$ cat config.mk
export PLATFORM = sky130hd
export DESIGN_NAME = mem_bus_arbiter
export DESIGN_NICKNAME = d
export VERILOG_FILES = /design/src/rtl/mem_bus_arbiter_pkg.sv /design/src/rtl/mem_bus_arbiter_arb_pick.sv /design/src/rtl/mem_bus_arbiter.sv
export SDC_FILE = /design/constraint.sdc
export NUM_CORES = 1
export LEC_CHECK = 0
export ABC_AREA = 1
export BUFFER_PORTS_ARGS = -buffer_cell sky130_fd_sc_hd__buf_2
export CORE_ASPECT_RATIO = 1.1
export CORE_UTILIZATION = 25
export CTS_BUF_LIST = sky130_fd_sc_hd__clkbuf_4 sky130_fd_sc_hd__clkbuf_8 sky130_fd_sc_hd__clkbuf_16
export CTS_CLUSTER_DIAMETER = 100
export DETAILED_ROUTE_END_ITERATION = 10
export PLACE_DENSITY = 0.53
export SYNTH_ARGS = -nofsm -noshare
export SYNTH_HDL_FRONTEND = slang
export SYNTH_SLANG_ARGS = --single-unit
$ cat constraint.sdc
create_clock -name clk -period 6.9 [get_ports clk]
set_input_delay 0.69 -clock clk [delete_from_list [all_inputs] [get_ports clk]]
set_output_delay 0.69 -clock clk [all_outputs]
set_load 0.01 [all_outputs]
$ cat src/rtl/mem_bus_arbiter_pkg.sv
// Shared encodings for the memory bus arbiter: FSM states, grant IDs and counter widths.
package mem_bus_arbiter_pkg;

  typedef enum logic [1:0] {
    S_IDLE   = 2'd0,
    S_ACCESS = 2'd1,
    S_DONE   = 2'd2
  } state_e;

  localparam logic GNT_F = 1'b0;
  localparam logic GNT_D = 1'b1;

  localparam int LAT_W    = 4;
  localparam int STARVE_W = 4;

endpackage

$ cat src/rtl/mem_bus_arbiter_arb_pick.sv
// Combinational grant selection: data wins a tie unless fetch has hit its starvation bound.
module arb_pick
  import mem_bus_arbiter_pkg::*;
(
  input  logic f_req,
  input  logic d_req,
  input  logic starve_hit,
  output logic valid,
  output logic grant
);

  always_comb begin
    valid = f_req | d_req;
    grant = (d_req && !(f_req && starve_hit)) ? GNT_D : GNT_F;
  end

endmodule

$ cat src/rtl/mem_bus_arbiter.sv
// Two-requester arbiter for the single-port memory: IDLE -> ACCESS (MEM_LAT cycles) -> DONE (ack).
// Handshake: req/addr/wdata/we are sampled only on the IDLE grant edge; the ack is a one-cycle pulse.
module mem_bus_arbiter
  import mem_bus_arbiter_pkg::*;
#(
  parameter int ADDR_W     = 16,
  parameter int DATA_W     = 16,
  parameter int MEM_LAT    = 2,
  parameter int STARVE_MAX = 3
) (
  input  logic              clk,
  input  logic              rst,
  input  logic              f_req,
  input  logic [ADDR_W-1:0] f_addr,
  output logic              f_ack,
  output logic [DATA_W-1:0] f_rdata,
  input  logic              d_req,
  input  logic              d_we,
  input  logic [ADDR_W-1:0] d_addr,
  input  logic [DATA_W-1:0] d_wdata,
  output logic              d_ack,
  output logic [DATA_W-1:0] d_rdata,
  output logic              mem_en,
  output logic              mem_we,
  output logic [ADDR_W-1:0] mem_addr,
  output logic [DATA_W-1:0] mem_wdata,
  input  logic [DATA_W-1:0] mem_rdata,
  output logic              busy,
  output state_e            dbg_state
);

  localparam logic [LAT_W-1:0]    LAT_INIT   = LAT_W'(MEM_LAT - 1);
  localparam logic [STARVE_W-1:0] STARVE_LIM = STARVE_W'(STARVE_MAX);

  state_e                state_q;
  logic [LAT_W-1:0]      lat_cnt_q;
  logic [STARVE_W-1:0]   starve_cnt_q;
  logic                  gnt_q;
  logic                  mem_en_q, mem_we_q, f_ack_q, d_ack_q, busy_q;
  logic [ADDR_W-1:0]     mem_addr_q;
  logic [DATA_W-1:0]     mem_wdata_q, f_rdata_q, d_rdata_q;

  logic starve_hit, pick_valid, pick_grant;

  assign starve_hit = (starve_cnt_q == STARVE_LIM);

  arb_pick u_pick (
    .f_req      (f_req),
    .d_req      (d_req),
    .starve_hit (starve_hit),
    .valid      (pick_valid),
    .grant      (pick_grant)
  );

  always_ff @(posedge clk or posedge rst) begin
    if (rst) begin
      state_q      <= S_IDLE;
      lat_cnt_q    <= '0;
      starve_cnt_q <= '0;
      gnt_q        <= GNT_F;
      mem_en_q     <= 1'b0;
      mem_we_q     <= 1'b0;
      mem_addr_q   <= '0;
      mem_wdata_q  <= '0;
      f_ack_q      <= 1'b0;
      d_ack_q      <= 1'b0;
      f_rdata_q    <= '0;
      d_rdata_q    <= '0;
      busy_q       <= 1'b0;
    end else begin
      f_ack_q <= 1'b0;
      d_ack_q <= 1'b0;
      case (state_q)
        S_IDLE: begin
          if (pick_valid) begin
            state_q   <= S_ACCESS;
            gnt_q     <= pick_grant;
            lat_cnt_q <= LAT_INIT;
            mem_en_q  <= 1'b1;
            busy_q    <= 1'b1;
            if (pick_grant == GNT_D) begin
              mem_addr_q  <= d_addr;
              mem_wdata_q <= d_wdata;
              mem_we_q    <= d_we;
              // A data win only counts against fetch if fetch was actually waiting.
              if (f_req && !starve_hit) starve_cnt_q <= starve_cnt_q + 1'b1;
            end else begin
              mem_addr_q   <= f_addr;
              mem_wdata_q  <= '0;
              mem_we_q     <= 1'b0;
              starve_cnt_q <= '0;
            end
          end
        end
        S_ACCESS: begin
          if (lat_cnt_q == '0) begin
            state_q  <= S_DONE;
            mem_en_q <= 1'b0;
            mem_we_q <= 1'b0;
            if (gnt_q == GNT_F) begin
              f_rdata_q <= mem_rdata;
              f_ack_q   <= 1'b1;
            end else begin
              if (!mem_we_q) d_rdata_q <= mem_rdata;
              d_ack_q <= 1'b1;
            end
          end else begin
            lat_cnt_q <= lat_cnt_q - 1'b1;
          end
        end
        S_DONE: begin
          state_q <= S_IDLE;
          busy_q  <= 1'b0;
        end
        default: begin
          state_q  <= S_IDLE;
          mem_en_q <= 1'b0;
          mem_we_q <= 1'b0;
          busy_q   <= 1'b0;
        end
      endcase
    end
  end

  assign f_ack     = f_ack_q;
  assign d_ack     = d_ack_q;
  assign f_rdata   = f_rdata_q;
  assign d_rdata   = d_rdata_q;
  assign mem_en    = mem_en_q;
  assign mem_we    = mem_we_q;
  assign mem_addr  = mem_addr_q;
  assign mem_wdata = mem_wdata_q;
  assign busy      = busy_q;
  assign dbg_state = state_q;

endmodule
[Word-level counts from Yosys, hierarchy flattened]
Cells that the tools add are included.
Widths: inputs -> output; s select.
Word-level totals
  register bits: 80
  bits of input ports: 69
  output and inout port bits: 71
  logic and storage cells: 67
Operators by class
  $add $sub $neg: 2
  equal/unequal tests: 7
  muxes and demuxes: 24
  bitwise logic cells: 5
  reductions and logical operators: 16
Operator list (count)
  $mux 16: 2
  $mux 4: 4
  $reduce_and 3->1: 4
  $mux 1: 11
  $pmux 4 s2: 1
  $ne 2x2->1 const B: 3
  $pmux 1 s3: 2
  $reduce_and 2->1: 3
  $add 4x1->4 const B: 1
  $eq 4x2->1 const B: 1
  $logic_not 4->1: 1
  $mux 2: 2
  $not 1->1: 4
  $pmux 2 s2: 1
  $reduce_and 4->1: 1
  $sub 4x1->4 const B: 1
  $logic_and 1x1->1: 3
  $eq 2x1->1 const B: 1
  $eq 2x2->1 const B: 1
  $logic_not 1->1: 2
  $logic_not 2->1: 1
  $ne 2x1->1 const B: 1
  $pmux 1 s2: 1
  $reduce_bool 2->1: 1
  $or 1x1->1: 1

[Longest topological paths before layout]
Gate-level depths: netlist (run 1).
  depth after elaboration: 8
  mapped depth: 10
  mapped depth without buffers: 8

[Modules after synthesis]
A second synthesis (run 1) with hierarchy kept.
Second synthesis, totals
  cell total of the unflattened synthesis: 348
  area, all modules: 3306.9 um2
Modules (own cells, without submodules)
  mem_bus_arbiter: times used 1, cells each 345, area each 3291.9 um2, seq. area each 2001.9 um2
  arb_pick: times used 1, cells each 3, area each 15.0 um2, seq. area each 0.0 um2

[Least setup slack after synthesis (run 1)]
Ideal clock, no wire load.
  kind: input -> register
  from: in d_req
  to: reg mem_addr_q[0] (netlist: mem_addr[0])
  setup time: 118 ps
  arrival time: 1435 ps
  required time: 6782 ps
  path slack: 5348 ps
  stages: 6
  buffers on the path: 2
  cell sequence: buf_4 > o21ai_4 > inv_2 > buf_2 > nand3_1 > nand2_1
Between the ends
  cells in the longest elaborated chain, start to end: 3
  elaborated cells on any way between the ends: 5
  classes of those cells: 2 x mux; 1 x bitwise; 2 x reduce/logical
RTL lines
  start: declaration: line mem_bus_arbiter.sv:17  | input logic d_req,
  $logic_and 1x1->1: line mem_bus_arbiter_arb_pick.sv:14  | grant = (d_req && !(f_req && starve_hit)) ? GNT_D : GNT_F;
  $mux 1: line mem_bus_arbiter_arb_pick.sv:14
  $mux 16: line mem_bus_arbiter.sv:81  | if (pick_grant == GNT_D) begin
  end signal: assignment: line mem_bus_arbiter.sv:82  | mem_addr_q <= d_addr;
  end signal: assignment: line mem_bus_arbiter.sv:88  | mem_addr_q <= f_addr;
  end: declaration: line mem_bus_arbiter.sv:40  | logic [ADDR_W-1:0] mem_addr_q;
Several ways; a longest one is shown, not always the timed one.
A chain may end at the register's enable or synchronous reset.

[Worst setup path after layout (run 1)]
  from: in d_req
  to: reg mem_addr_q[14] (netlist: mem_addr[14])
The elaborated chain is that of the path after synthesis.

==> results.yml, run 1 <==
worst_setup_path:
  slowest_stage: "o21ai_4"
  crit_family: "compound AO/OA/AOI/OAI gates"
  start_kind: "input port"
  max_stage_delay_ps: 870
  path_cells: "buf_2, o21ai_4, inv_2, nand3_1, nand2_1"
  crit_type: "input port to register"
  cp_max_fo: 41
  crit_required_ps: 7120
  cp.arrival_ps: 2410
  crit_buf_inv: 2
  worstSetupEndpointType: "register"
placed_design:
  place_inst: 723
  post-dp-hpwl_mm: 6.098
  place_congestion: 0.7836
  port_buffers: 139
synthesis:
  syn_avg_cell_area_sq_um: 8.416
  syn_inst: 416
  synthTopCellsByArea: "dfrtp_1, nand2_1, inv_1"
  ys_warn_count: 0
  yosys.area.top_type_share_pct: 57.18
  synthesis.nets: 488
  syn_area_sq_um: 3501
  yosys.area.top_type: "dfrtp_1"
  ys_ff_latch: 80
  synth_cell_type_count: 21
  yosysSeqAreaShare_pct: 57.18
clocking:
  ctsResizeCount: 0
  clockBufferDepth: 2
  cts_hold_buf: 0
  clk_latency_ps: 330
  cts_setup_buffers: 0
  cts_tree: "built"
  path_clk_slew_ps: 60
  clock_sinks: 80
  cts_root_buf: "clkbuf_16"
  cts_buffers: 9
  htreeDepth: 3
global_route:
  antenna_found_initial: 0
  grt_pass1_wl_mm: 14.84
  grt_overflow_total: 0
  grt_usage_pct: 13.15
  grt_pass1_vias: 3136
  grt_max_degree: 81
detailed_routing:
  antenna_left: 0
  first_pass_iters: 4
  drt_iter0_drc: 198
  via_per_inst: 4.163
  route.detailed.drc: 0
  routed_wl_mm: 8.767
  dr_total_vias: 3072
  wl_per_cell_um: 11.88
floorplan:
  dieArea_sq_um: 14480
  pin_count: 140
  fp.dieW_um: 114.8
  num_rows: 44
  core-area_sq_um: 13430
  start_util_pct: 26.06
  die_h_um: 126.1
finish:
  fin_cells: 738
  nets: 622
  seqCellArea_sq_um: 2002
  area_delta_synth_final_pct: 31.56
  fillCellCount: 1466
  multi_input_area_sq_um: 1162
  drive_gt1_share_pct: 30.14
  diodes: 0
sta:
  final.setup.tns_ps: 0
  setup_viol: 0
  period_share_pct: 31.77
  hold_viol_final: 0
  fmax_mhz: 456.2
  rsz0062_at_grt: "no"
  drv_slew: 0
  relSlewSlack_pct: 30.42
  min_period_ps: 2192
  skew_ps: 4.752
  worst_pin_slew_ps: 1040
power:
  power.density_nw_per_um2: 454.3
  p_leak_nw: 2.687
  ir_drop_mv: 0.1519
hold_path:
  hold_class: "register to register"
flow_run:
  cap_violations: 0
status:
  outcome: "complete, no violations"
-- kinds of logic (layout without fill, tap and decap cells) --
| kind of cell | Yosys count | count (layout) | synth area share (%) |
|---|---|---|---|
| simple gates | 213 | 213 | 25.55 |
| flops | 80 | 80 | 57.18 |
| buf+inv | 78 | 216 | 9.614 |
| compound gates | 41 | 41 | 6.326 |
| fa+ha+maj | 3 | 3 | 1.072 |
| xor+xnor | 1 | 1 | 0.2502 |
-- worst register-to-register path, delay by kind of cell, from the launching register on --
family                   cells  cell delay [ps]
flip-flops                   1              410
AND/OR/NAND/NOR              6             1030
adder cells (fa/ha/maj)      1              230
buffers and inverters        1               70
-- cells in the final DEF (no fill, tap or decap), types with 2 or more instances in the layout --
cell / instances
nand2_1: 152
inv_2: 2
dfrtp_1: 80
ha_1: 3
o21bai_1: 2
buf_2: 139
o21ai_0: 33
nor2_1: 14
nand2_2: 3
clkbuf_16: 9
inv_1: 58
clkbuf_4: 3
nand2_4: 2
nor2_4: 3
o21ai_1: 5
nand3_1: 37
-- stage by stage --
stage | setup slack, ps | area [sq um] | power (W) | hold WS [ps] | utilization [%]
final | 4708 | 4606 | 0.002092 | 475.9 | 34.29
after CTS | 4681 | 4606 | 0.002129 | 480.9 | 34.29
after global placement | 4373 | 4328 | 0.001643 | 462.0 | 32.22
after global routing | 4451 | 4606 | 0.002285 | 497.1 | 34.29
after detailed placement | 4318 | 4328 | 0.001664 | 464.2 | 32.22
after floorplan | 4158 | 3501 | 0.001333 | 453.0 | -
-- flip-flops by register name, summed over array words and instances, names as in the netlist --
signal,flops
f_rdata,16
starve_cnt_q,4
mem_wdata,16
d_rdata,16
lat_cnt_q,4
mem_addr,16
mem_we,1
busy,1
mem_en,1
d_ack,1
gnt_q,1
dbg_state,2
f_ack,1
-- power by group --
part	total, W	internal, W	switching, W	leakage [nW]
Clock	0.000449	0.000264	0.000184	0.136
Sequential	0.000828	0.000700	0.000128	0.994
Combinational	0.000815	0.000309	0.000507	1.56
Total	0.00209	0.00127	0.000819	2.69
-- synth_stat cells --
cell type	n
buf_2	8
o21ai_0	33
o21ai_1	5
nand2_4	2
o21ai_4	1
ha_1	3
inv_2	2
nand2_1	152
nand2_2	3
nand3_1	37
buf_4	5
nor2_4	3
nor2_1	14
dfrtp_1	80
inv_1	59
clkbuf_1	2
o21bai_1	2
nor3_1	1
nand4_1	1
xor2_1	1
buf_6	2
-- worst paths after layout --
| kind | start | end | slack (ps) | cells past startpoint |
|---|---|---|---|---|
| setup / recovery | d_req | mem_addr[14] | 4710 | 5 |
| hold / removal | f_rdata[3] | f_rdata[3] | 480 | 2 |
| setup reg to reg | starve_cnt_q[0] | mem_wdata[5] | 5100 | 8 |
| hold reg to reg | f_rdata[3] | f_rdata[3] | 480 | 2 |
| max in group asynchronous | rst | mem_wdata[14] | 5570 | 3 |
| min in group asynchronous | rst | mem_wdata[0] | 650 | 3 |
-- cell type report --
class,instances,area share [%]
repair buffers,140,15.27
clock inverters,2,0.3532
clock buffers,13,5.678
well taps,184,4.999
inverters,61,4.999
multi-input cells,258,25.24
flip-flops and latches,80,43.47
-- per-layer routing --
metal	global-route usage [%]	wire length, um	vias up
met5	0	0	-
met4	6.494	199	0
met3	3.321	555	18
met2	20.78	3917	104
met1	16.66	4094	1416
li1	-	-	1534
Note: power is estimated with default switching activity, not from simulation.
==> run 2: changes to the inputs <==
PLACE_DENSITY = 0.54   (was 0.53)
clock period = 1.9 ns   (was 6.9 ns; I/O delays follow)
==> results.yml, run 2 (synthesized netlist as in run 1, its figures left out) <==
floorplan:
  pin_count: 140
  fp.dieW_um: 114.8
  die_h_um: 126.1
  dieArea_sq_um: 14480
  core-area_sq_um: 13430
  start_util_pct: 26.06
  num_rows: 44
clocking:
  clockBufferDepth: 2
  cts_buffers: 9
  cts_tree: "built"
  clk_latency_ps: 340
  cts_setup_buffers: 0
  cts_root_buf: "clkbuf_16"
  path_clk_slew_ps: 60
  htreeDepth: 3
  clock_sinks: 80
worst_setup_path:
  cpMostUsedCell: "nand2_2"
  cp_max_fo: 32
  path_cells: "inv_1, ha_1, nand2_2, nor2_4, nand2_2, nand2_1, o21ai_0"
  start_kind: "register"
  worstSetupEndpointType: "register"
  crit_type: "register to register"
  max_stage_delay_ps: 370
  cp.arrival_ps: 1850
  slowest_stage: "dfrtp_1"
  crit_required_ps: 2090
sta:
  hold_viol_final: 0
  skew_ps: 6.777
  period_share_pct: 87.55
  relSlewSlack_pct: 63.42
  rsz0062_at_grt: "yes"
  worst_pin_slew_ps: 546.8
  fmax_mhz: 601.1
  min_period_ps: 1664
  setup_viol: 0
  drv_slew: 0
global_route:
  grt_pass1_vias: 3031
  grt_overflow_total: 0
  use_met3_pct: 3.513
  grt_usage_pct: 13.08
  met2_usage_pct: 22.03
  top_usage_layer: "met2"
  antenna_found_initial: 1
  grtUsageMet1_pct: 15.29
  grt_pass1_wl_mm: 14.59
  grt_max_degree: 49
hold_path:
  hold_class: "input port to register"
power:
  clock_power_share_pct: 22.2
  combPwrFrac_pct: 39.1
  power.density_nw_per_um2: 1641
  p_leak_nw: 2.743
  p_sw_share_pct: 38.34
  finalPower_w: 0.007747
  intPower_w: 0.004777
  seqPwrFrac_pct: 38.8
  ir_drop_mv: 0.5039
  p_sw_w: 0.002970
detailed_routing:
  wl_per_cell_um: 11.76
  dr_total_vias: 3020
  first_pass_iters: 4
  via_per_inst: 4.048
  routed_wl_mm: 8.771
  antenna_left: 0
  route.detailed.drc: 0
  drt_iter0_drc: 135
flow_run:
  cap_violations: 0
finish:
  drive_gt1_share_pct: 30.96
  fin_cells: 746
  nets: 630
  final_cell_mix: "nand2_1, buf_2, dfrtp_1"
  final_common_cell: "nand2_1"
  diodes: 0
  fillCellCount: 1431
  area_delta_synth_final_pct: 34.88
placed_design:
  place_inst: 730
  place_congestion: 0.8225
  post-dp-hpwl_mm: 6.304
  port_buffers: 139
status:
  outcome: "complete, no violations"
-- run 2: changes by cell type in the layout (fill, tap and decap cells not counted) --
cell | before | now
dlygate4sd3_1 | 0 | 1
buf_4 | 1 | 5
buf_12 | 0 | 3
bufinv_16 | 0 | 1
clkbuf_8 | 1 | 0
-- run 2: worst paths after layout --
check,start,endpoint,slack (ps),depth (start not counted)
min in group asynchronous,rst,mem_wdata[2],490,4
max in group asynchronous,rst,lat_cnt_q[1],1150,4
worst max register to register,lat_cnt_q[0],d_rdata[5],240,7
worst max-delay path,lat_cnt_q[0],d_rdata[5],240,7
worst min-delay path,d_wdata[10],mem_wdata[10],40,3
worst min register to register,mem_addr[7],mem_addr[7],480,2
-- run 2: final cells by class --
class / count / area [sq um] / share of cell area (%)
sequential: 80 / 2002 / 42.40
tap: 184 / 230.2 / 4.875
clock inverter: 3 / 43.79 / 0.9274
inverter: 61 / 232.7 / 4.928
multi-input combinational: 258 / 1162 / 24.62
timing repair buffer: 148 / 803.3 / 17.01
clock buffer: 12 / 247.7 / 5.246
-- run 2: metrics by stage --
stage                     utilization (%)  hold slack (ps)  area [sq um]  setup WS [ps]  setup TNS (ps)
final                               35.15            43.89          4722          236.5               0
after global routing                35.15            46.26          4722         -24.90          -28.23
after CTS                           35.15            27.52          4722          185.9               0
after detailed placement            32.91            299.3          4420          196.8               0
after global placement              32.91            287.9          4420          246.9               0
after floorplan                         -            299.6          3505          488.0               0
-- run 2: layer usage --
layer / vias to the layer above / part of all wire [%]
met5: - / 0.13
met4: 2 / 1.8
met3: 13 / 6.3
met2: 90 / 47
met1: 1362 / 44
li1: 1553 / -
-- run 2: what timing repair did --
item / CTS / global route
hold endpoints to repair: 80 / 0
endpoints found under the setup margin: 0 / 2
hold buffers: 1 / 0
resized for setup: 0 / 0
-- run 2: critical path, delay by kind of cell (launching register included) --
kind            cells  cell delay [ps]
compound gates      1              100
fa+ha+maj           1              190
buf+inv             1              130
flops               1              370
simple gates        4              730
-- run 2: power groups by stage --
stage / Clock (W) / Combinational [W] / Sequential, W
2_1_floorplan: 0 / 0.00150 / 0.00334
3_3_place_gp: 0 / 0.00302 / 0.00302
3_5_place_dp: 0 / 0.00309 / 0.00302
4_1_cts: 0.00178 / 0.00309 / 0.00302
5_1_grt: 0.00185 / 0.00348 / 0.00313
6_report: 0.00172 / 0.00303 / 0.00300
==> run 3: changes to the inputs <==
ABC_AREA = default   (was 1)
PLACE_DENSITY = 0.55   (was 0.54)
==> results.yml, run 3 <==
finish:
  drive_gt1_share_pct: 50.94
  final_common_cell: "buf_2"
  final_area_sq_um: 4838
  final_cell_mix: "buf_2, dfrtp_1, o21ai_0"
  area_delta_synth_final_pct: 43.12
  seqCellArea_sq_um: 2002
  postLayoutCoreUtil_pct: 36.62
  fillCellCount: 1314
  multi_input_area_sq_um: 1321
  nets: 493
  fin_cells: 587
  diodes: 0
clocking:
  path_clk_slew_ps: 60
  cts_buffers: 9
  cts_root_buf: "clkbuf_16"
  clk_latency_ps: 330
  clock_sinks: 80
  htreeDepth: 3
  cts_tree: "built"
  clockBufferDepth: 2
global_route:
  grtUsageMet1_pct: 15.31
  grt_overflow_total: 0
  grt_max_degree: 33
  antenna_found_initial: 0
  use_met3_pct: 3.601
  grt_pass1_vias: 2673
  grt_pass1_wl_mm: 13.41
  top_usage_layer: "met2"
  grt_usage_pct: 12.43
  met2_usage_pct: 20.49
detailed_routing:
  route.detailed.drc: 0
  drt_iter0_drc: 90
  via_per_inst: 4.746
  first_pass_iters: 4
  dr_total_vias: 2786
  routed_wl_mm: 8.584
  wl_per_cell_um: 14.62
  antenna_left: 0
sta:
  worst_slack_ps: -4.119
  worst_pin_slew_ps: 597.7
  min_period_ps: 1904
  final.setup.tns_ps: -5.348
  setup_viol: 2
  rsz0062_at_grt: "yes"
  holdWs_ps: 75.94
  relSlewSlack_pct: 60.07
  period_share_pct: 100.2
  hold_viol_final: 0
  drv_slew: 0
  fmax_mhz: 525.2
  skew_ps: 2.488
status:
  outcome: "complete, but fails checks"
  violations: "setup timing"
placed_design:
  place_congestion: 0.7611
  port_buffers: 139
  place_inst: 565
  post-dp-hpwl_mm: 5.978
  placed_cell_area_sq_um: 4340
synthesis:
  yosys.cell_count.top_type: "dfrtp_1"
  ys_warn_count: 0
  yosysSeqAreaShare_pct: 59.22
  synthesis.nets: 343
  syn_area_sq_um: 3381
  synthTopCellsByArea: "dfrtp_1, mux2_2, a22o_1"
  synth_flop_cell: "dfrtp_1"
  syn_inst: 271
  synthTopCellsByCount: "dfrtp_1, o21ai_0, mux2_2"
  yosys.area.top_type: "dfrtp_1"
  synth_cell_type_count: 37
  syn_avg_cell_area_sq_um: 12.48
  yosys.area.top_type_share_pct: 59.22
  synth-edff-count: 0
  ys_ff_latch: 80
  ys_async_sr_fraction_pct: 100.0
floorplan:
  start_util_pct: 25.59
  num_rows: 44
  fp.dieW_um: 112.9
  core-area_sq_um: 13210
  die_h_um: 124.0
  dieArea_sq_um: 13990
  pin_count: 140
worst_setup_path:
  path_cells: "inv_2, ha_4, or3b_4, nor3_4, buf_12, clkbuf_16, mux2_1"
  rr_worst_depth: 7
  cp.depth: 7
  rrSetupSlack_ps: -4
  crit_family: "simple AND/OR/NAND/NOR gates"
  crit_type: "register to register"
  start_kind: "register"
  crit_required_ps: 2110
  timing.rr.end: "f_rdata[5]"
  max_stage_delay_ps: 390
  cp.arrival_ps: 2120
  slowest_stage: "or3b_4"
  cp_max_fo: 8
  crit_buf_inv: 3
  worstSetupEndpointType: "register"
  r2r_start: "lat_cnt_q[0]"
flow_run:
  cap_violations: 0
hold_path:
  min-delay-start: "d_we"
  holdPathStages: 2
  hold_class: "input port to register"
  hold_end: "mem_we"
power:
  p_leak_nw: 2.323
  power.density_nw_per_um2: 1707
  ir_drop_mv: 0.4764
-- run 3: cell count changes in the layout (fill, tap and decap cells not counted), sizes merged, moves of 16 or more --
cell,change
mux2,+34
a22o,+17
o211ai,+16
inv,-54
nand2,-153
nand3,-17
-- run 3: cell families after synthesis --
logic type / Yosys count / share of synthesized area [%]
DFF: 80 / 59.22
AOI/OAI and AO/OA: 64 / 12.95
and+or+nand+nor: 62 / 11.58
muxes: 36 / 11.92
buffers and inverters: 26 / 3.220
adders and majority gates: 3 / 1.110
-- run 3: where the power goes --
part	switching [W]	internal, W
clock	0.000690	0.00133
sequential	0.000459	0.00251
combinational	0.00163	0.00165
-- run 3: area by class of cell --
cell class	instances	share of cell area, %
clock buffer	10	4.939
clock inverter	6	2.379
inverter	6	0.5431
multi-input combinational	165	27.31
sequential	80	41.38
tap	161	4.163
timing repair buffer	159	19.29
-- run 3: worst max path at each step --
stage                       end         start
detailed placement   f_rdata[9]  lat_cnt_q[1]
global route        f_rdata[12]  lat_cnt_q[0]
CTS                  f_rdata[9]  lat_cnt_q[1]
floorplan            f_rdata[0]  lat_cnt_q[1]
finish               f_rdata[5]  lat_cnt_q[0]
global placement     f_rdata[9]  lat_cnt_q[1]
-- run 3: stage by stage --
step | worst slack [ps] | total power [W]
floorplan | -41.11 | 0.004792
global placement | 100.6 | 0.006006
global route | -82.91 | 0.008874
CTS | 20.61 | 0.008144
finish | -4.119 | 0.008261
detailed placement | 35.95 | 0.006071
-- run 3: repair_timing --
item                                    CTS  global route
endpoints found under the setup margin    0            16
buffers inserted                          0             3
gates resized for setup                   0            13
hold buffers                              1             0
endpoints found under the hold margin    23             0
-- run 3: per-layer routing --
metal  vias to the layer above  wire (um)
li1                       1312          -
met1                      1375       3707
met2                        86       4295
met3                        13        467
met4                         0        114
met5                         -          0
-- run 3: worst register-to-register path, stage by stage, from the launching register on --
cell and delay, ps:
dfrtp_1 380, inv_2 100, ha_4 140, or3b_4 390
nor3_4 160, buf_12 140, clkbuf_16 150, mux2_1 320
